## src/rtl/sa_pkg.sv

```systemverilog
// Shared types and helpers for the systolic-array collection stages.
package sa_pkg;

  // Widest column select any stage hands to is_onehot().
  localparam int unsigned MaxCol = 64;

  typedef enum logic {FILL, HOLD} collect_state_t;

  function automatic logic is_onehot(input logic [MaxCol-1:0] vec);
    return (vec != '0) && ((vec & (vec - MaxCol'(1))) == '0);
  endfunction

endpackage

```

## src/rtl/sa_onehot_check.sv

```systemverilog
// Combinational one-hot detector for a COL-bit column select.
module sa_onehot_check
  import sa_pkg::*;
#(
  parameter int unsigned COL = 3
) (
  input  logic [COL-1:0] i_col_sel,
  output logic           o_onehot
);

  assign o_onehot = is_onehot(MaxCol'(i_col_sel));

endmodule

```

## src/rtl/sa_col_collect.sv

```systemverilog
// Gathers one result word per column into a row, then holds it for a valid/ready consumer.
module sa_col_collect
  import sa_pkg::*;
#(
  parameter int unsigned COL    = 3,
  parameter int unsigned DATA_W = 16
) (
  input  logic                  i_clk,
  input  logic                  i_rst_n,
  input  logic [COL-1:0]        i_col_sel,
  input  logic [DATA_W-1:0]     i_col_data,
  input  logic                  i_col_valid,
  output logic [COL*DATA_W-1:0] o_row_data,
  output logic                  o_row_valid,
  input  logic                  i_row_ready,
  output logic                  o_stall,
  output logic                  o_err_sel,
  output logic                  o_overflow
);

  collect_state_t        state_q, state_d;
  logic [COL-1:0]        filled_q, filled_d;
  logic [COL*DATA_W-1:0] row_q, row_d;
  logic                  err_q, err_d;
  logic                  ovf_q, ovf_d;

  logic sel_ok;
  logic in_fill, handshake, open_row, accept;
  logic [COL-1:0] base_mask;

  sa_onehot_check #(
    .COL (COL)
  ) u_onehot (
    .i_col_sel (i_col_sel),
    .o_onehot  (sel_ok)
  );

  always_comb begin
    in_fill   = (state_q == FILL);
    handshake = (state_q == HOLD) && i_row_ready;
    // A handshake cycle behaves like FILL starting from an empty mask.
    open_row  = in_fill || handshake;
    accept    = open_row && i_col_valid && sel_ok;
    base_mask = handshake ? '0 : filled_q;

    state_d  = state_q;
    filled_d = filled_q;
    row_d    = row_q;
    err_d    = err_q || (open_row && i_col_valid && !sel_ok);
    ovf_d    = ovf_q || ((state_q == HOLD) && !i_row_ready && i_col_valid);

    if (open_row) begin
      filled_d = base_mask;
      state_d  = FILL;
    end
    if (accept) begin
      filled_d = base_mask | i_col_sel;
      for (int unsigned k = 0; k < COL; k++) begin
        if (i_col_sel[k]) row_d[k*DATA_W +: DATA_W] = i_col_data;
      end
      if (&filled_d) state_d = HOLD;
    end
  end

  always_ff @(posedge i_clk) begin
    if (!i_rst_n) begin
      state_q  <= FILL;
      filled_q <= '0;
      row_q    <= '0;
      err_q    <= 1'b0;
      ovf_q    <= 1'b0;
    end else begin
      state_q  <= state_d;
      filled_q <= filled_d;
      row_q    <= row_d;
      err_q    <= err_d;
      ovf_q    <= ovf_d;
    end
  end

  assign o_row_data  = row_q;
  assign o_row_valid = (state_q == HOLD);
  assign o_stall     = (state_q == HOLD);
  assign o_err_sel   = err_q;
  assign o_overflow  = ovf_q;

endmodule

```

## config.mk

```make
export PLATFORM = sky130hd
export DESIGN_NAME = sa_col_collect
export DESIGN_NICKNAME = d
export VERILOG_FILES = /design/src/rtl/sa_pkg.sv /design/src/rtl/sa_onehot_check.sv /design/src/rtl/sa_col_collect.sv
export SDC_FILE = /design/constraint.sdc
export NUM_CORES = 1
export LEC_CHECK = 0
export CAP_MARGIN = 30
export CORE_UTILIZATION = 45
export CTS_CLUSTER_DIAMETER = 30
export DETAILED_ROUTE_END_ITERATION = 16
export HOLD_SLACK_MARGIN = 0.1
export PLACE_DENSITY = 0.89
export SYNTH_ARGS = -nofsm -noshare
export SYNTH_HDL_FRONTEND = slang
export SYNTH_SLANG_ARGS = --single-unit
```

## constraint.sdc

```tcl
create_clock -name i_clk -period 1.6 [get_ports i_clk]
set_input_delay 0.24 -clock i_clk [delete_from_list [all_inputs] [get_ports i_clk]]
set_output_delay 0.24 -clock i_clk [all_outputs]
set_load 0.05 [all_outputs]
```

==> impl_metrics.toml <==
[finish]
final-instance-count-excl-fill = 381
n_antenna_cell = 0
final_layout_size_suffix_gt1_share_pct = 26.1
area_growth_syn_to_layout_pct = 39.5
final_net_count = 337
stdcell_area_um2 = 3070

[cts]
tritoncts_clock_tree = "yes"
worstSkewPairLatency_ns = 0.31
cts_num_sinks = 54
htree_levels = 2
max_buffers_root_to_sink = 2
cts_made_buffers = 5
cts.clk_slew.worst_paths_ns = 0.10
post_cts_buffers = 0
ctsRootBufferMaster = "sky130_fd_sc_hd__clkbuf_8"

[sta]
layout_worst_path_cycle_share_pct = 94.1
setup_tns_ns = 0
finalMaxSlewViolations = 0
rsz_0062_raised_after_global_routing = "false"
headroom_to_the_max_slew_limit_pct = 80.2
worst_slew_pin_slew_ns = 0.297
final_period_minus_worst_setup_slack_ns = 1.51
hold_slack_ns = 0.464
final_count_of_negative_setup_slack_endpoints = 0
maxClockFrequency_mhz = 664
clock_skews_ns = 0.00374
hold_viol_final = 0

[placed_design]
port_buffers = 74
half_perimeter_wire_length_of_the_detailed_placement_result_mm = 4.20
gp_congestion = 0.833
dp_cells = 374
placedInstanceArea_um2 = 2970

[global_routing]
largest_net_degree_at_the_start_of_global_routing = 33
global_route.overflow_total = 0
first_global_vias = 1856
gr_usage_total_pct = 22.2
grt_pass1_wl_mm = 8.83
grt_antenna_before_repair = 0

[setup_path]
cp-start-kind = "input port"
worst-endpoint-required_ns = 1.84
critical-path-max-stage-delay_ns = 0.55
number_of_buffers_and_inverters_on_the_critical_path = 3
data_arrival_time_of_the_worst_path_ns = 1.74
cp_delay_by_family_top = "buffers and inverters"
crit_fanout = 17
ordered_cell_list_for_the_critical_path = "clkdlybuf4s50_1 > inv_2 > or4_1 > buf_12 > mux2i_1"
crit_path_end_kind = "flop"
crit_path_top_delay_cell = "sky130_fd_sc_hd__or4_1"
path_class = "in -> reg"

[floorplan]
dieWidth_um = 71.9
num_io_pins = 75
coreArea_um2 = 4720
std_cell_rows = 25
initial_core_utilization_pct = 46.5
die-height_um = 71.9
die_footprint_um2 = 5170

[synthesis]
part_of_the_yosys_area_used_for_sequential_elements_pct = 49.2
synthFlopType = "sky130_fd_sc_hd__dfxtp_1"
synth_cell_types = 29
post_synth_inst_count = 237
synth.ff_latch_count = 54
synth_enable_flop_cells = 0
mappedNetlistNets = 260
synthesis.yosys.warnings = 0
ys_async_sr_fraction_pct = 0
syn_avg_cell_area_um2 = 9.27
mappedNetlistArea_um2 = 2200

[route]
first_pass_iters = 4
drt-vias-per-instance = 5.36
num_vias = 2041
drtIter0Drc = 101
drcViolationCount = 0
wl_per_cell_um = 15.3
ant_nets = 0
routed_wire_length_mm = 5.84

[pwr]
vdd_drop_max_mv = 0.543
static-leakage-power_uw = 0.00132
p_per_area_nw_per_um2 = 834
total_power_uw = 2560

[worst_hold_path]
timing.hold.worst.class = "reg -> reg"

[job]
max-cap-violations = 0

[outcome]
status = "completed"
## layer usage
| metal | up-vias | GRT usage, % | part of all wire (%) |
|---|---|---|---|
| li1 | 982 | - | - |
| met2 | 80 | 36.4 | 51 |
| met3 | 9 | 4.64 | 5.7 |
| met1 | 970 | 28.6 | 42 |
| met5 | - | 0 | 0 |
| met4 | 0 | 8.93 | 1.4 |
## layout by cell type (no fill, tap or decap), drive strengths merged
master,netlist,final
o221ai,1,1
dfxtp,54,54
o211ai,1,1
clkdlybuf4s50,0,22
and2,2,2
o32ai,1,1
o21a,1,1
inv,3,4
and3,1,1
nand2,50,50
nand2b,3,3
nor4,1,1
nand4,16,16
o31ai,16,16
mux2i,32,32
clkbuf,13,5
nor2b,3,3
a32oi,1,1
o21ai,3,3
nor2,2,2
a21oi,19,19
clkinv,0,1
nor3b,1,1
buf,10,71
or3b,1,1
or4,1,1
xor2,1,1
## final cells by class
cell class / instances / area, um^2
clock buffers: 5 / 68.8
clock inverters: 2 / 13.8
fillers: 375 / 1660
inverters: 3 / 11.3
multi-input cells: 157 / 1000
flip-flops and latches: 54 / 1080
well taps: 67 / 83.8
repair buffers: 93 / 803
## sequential cells by signal, indices dropped and copies added, names as in the netlist
signal and count:
o_overflow 1, o_row_data 48, o_err_sel 1, filled_q 3, o_row_valid 1
## where the power goes
part           internal, uW  switching, uW  total, uW
combinational           158            246        403
clock                   304            455        759
sequential             1370           18.6       1390
## cells in the mapped netlist (2+ instances only)
cell                       number  share of area [%]
sky130_fd_sc_hd__buf_2          4               0.91
sky130_fd_sc_hd__a21oi_1       19                4.3
sky130_fd_sc_hd__buf_6          3                1.5
sky130_fd_sc_hd__inv_1          2               0.34
sky130_fd_sc_hd__nand4_1       16                4.6
sky130_fd_sc_hd__nor2b_1        3               0.85
sky130_fd_sc_hd__o21ai_0        3               0.68
sky130_fd_sc_hd__o31ai_1       16                5.5
sky130_fd_sc_hd__nor2_1         2               0.34
sky130_fd_sc_hd__clkbuf_1      13                2.2
sky130_fd_sc_hd__buf_1          2               0.34
sky130_fd_sc_hd__dfxtp_1       54                 49
sky130_fd_sc_hd__nand2_1       50                8.5
sky130_fd_sc_hd__mux2i_1       32                 15
sky130_fd_sc_hd__and2_1         2               0.57
sky130_fd_sc_hd__nand2b_1       3               0.85
## kinds of logic after synthesis
family	synth area share [%]
xor+xnor	0.399
flops	49.2
buf+inv	5.87
mux	14.6
compound gates	12.4
simple gates	17.6
## through the flow
stage	setup slack, ns	utilization [%]
final	0.0950	64.9
after global routing	0.0504	64.9
after CTS	0.0558	64.7
after detailed placement	-0.210	63.0
after global placement	-0.188	63.0
after floorplan	0.0188	-
## worst reg2reg max path, cell delays in order (launching register included)
cell and delay [ns]:
sky130_fd_sc_hd__dfxtp_2 0.37, sky130_fd_sc_hd__nor2b_1 0.17, sky130_fd_sc_hd__or4_1 0.53, sky130_fd_sc_hd__buf_12 0.19, sky130_fd_sc_hd__mux2i_1 0.17
## path summary, 6_finish.rpt
path              slack, ns                           to                        start  cells after the start
setup / recovery       0.09  o_row_data[21]$_SDFFE_PN0P_                  i_col_valid                      5
hold / removal         0.46  o_row_data[19]$_SDFFE_PN0P_  o_row_data[19]$_SDFFE_PN0P_                      2
setup reg to reg       0.11  o_row_data[21]$_SDFFE_PN0P_       o_row_valid$_SDFF_PN0_                      4
hold reg to reg        0.46  o_row_data[19]$_SDFFE_PN0P_  o_row_data[19]$_SDFFE_PN0P_                      2
## repair_timing
item	CTS	global route
hold buffers	0	0
resized for setup	0	1
endpoints found under the setup margin	0	9
Note: power is estimated with default switching activity, not from simulation.
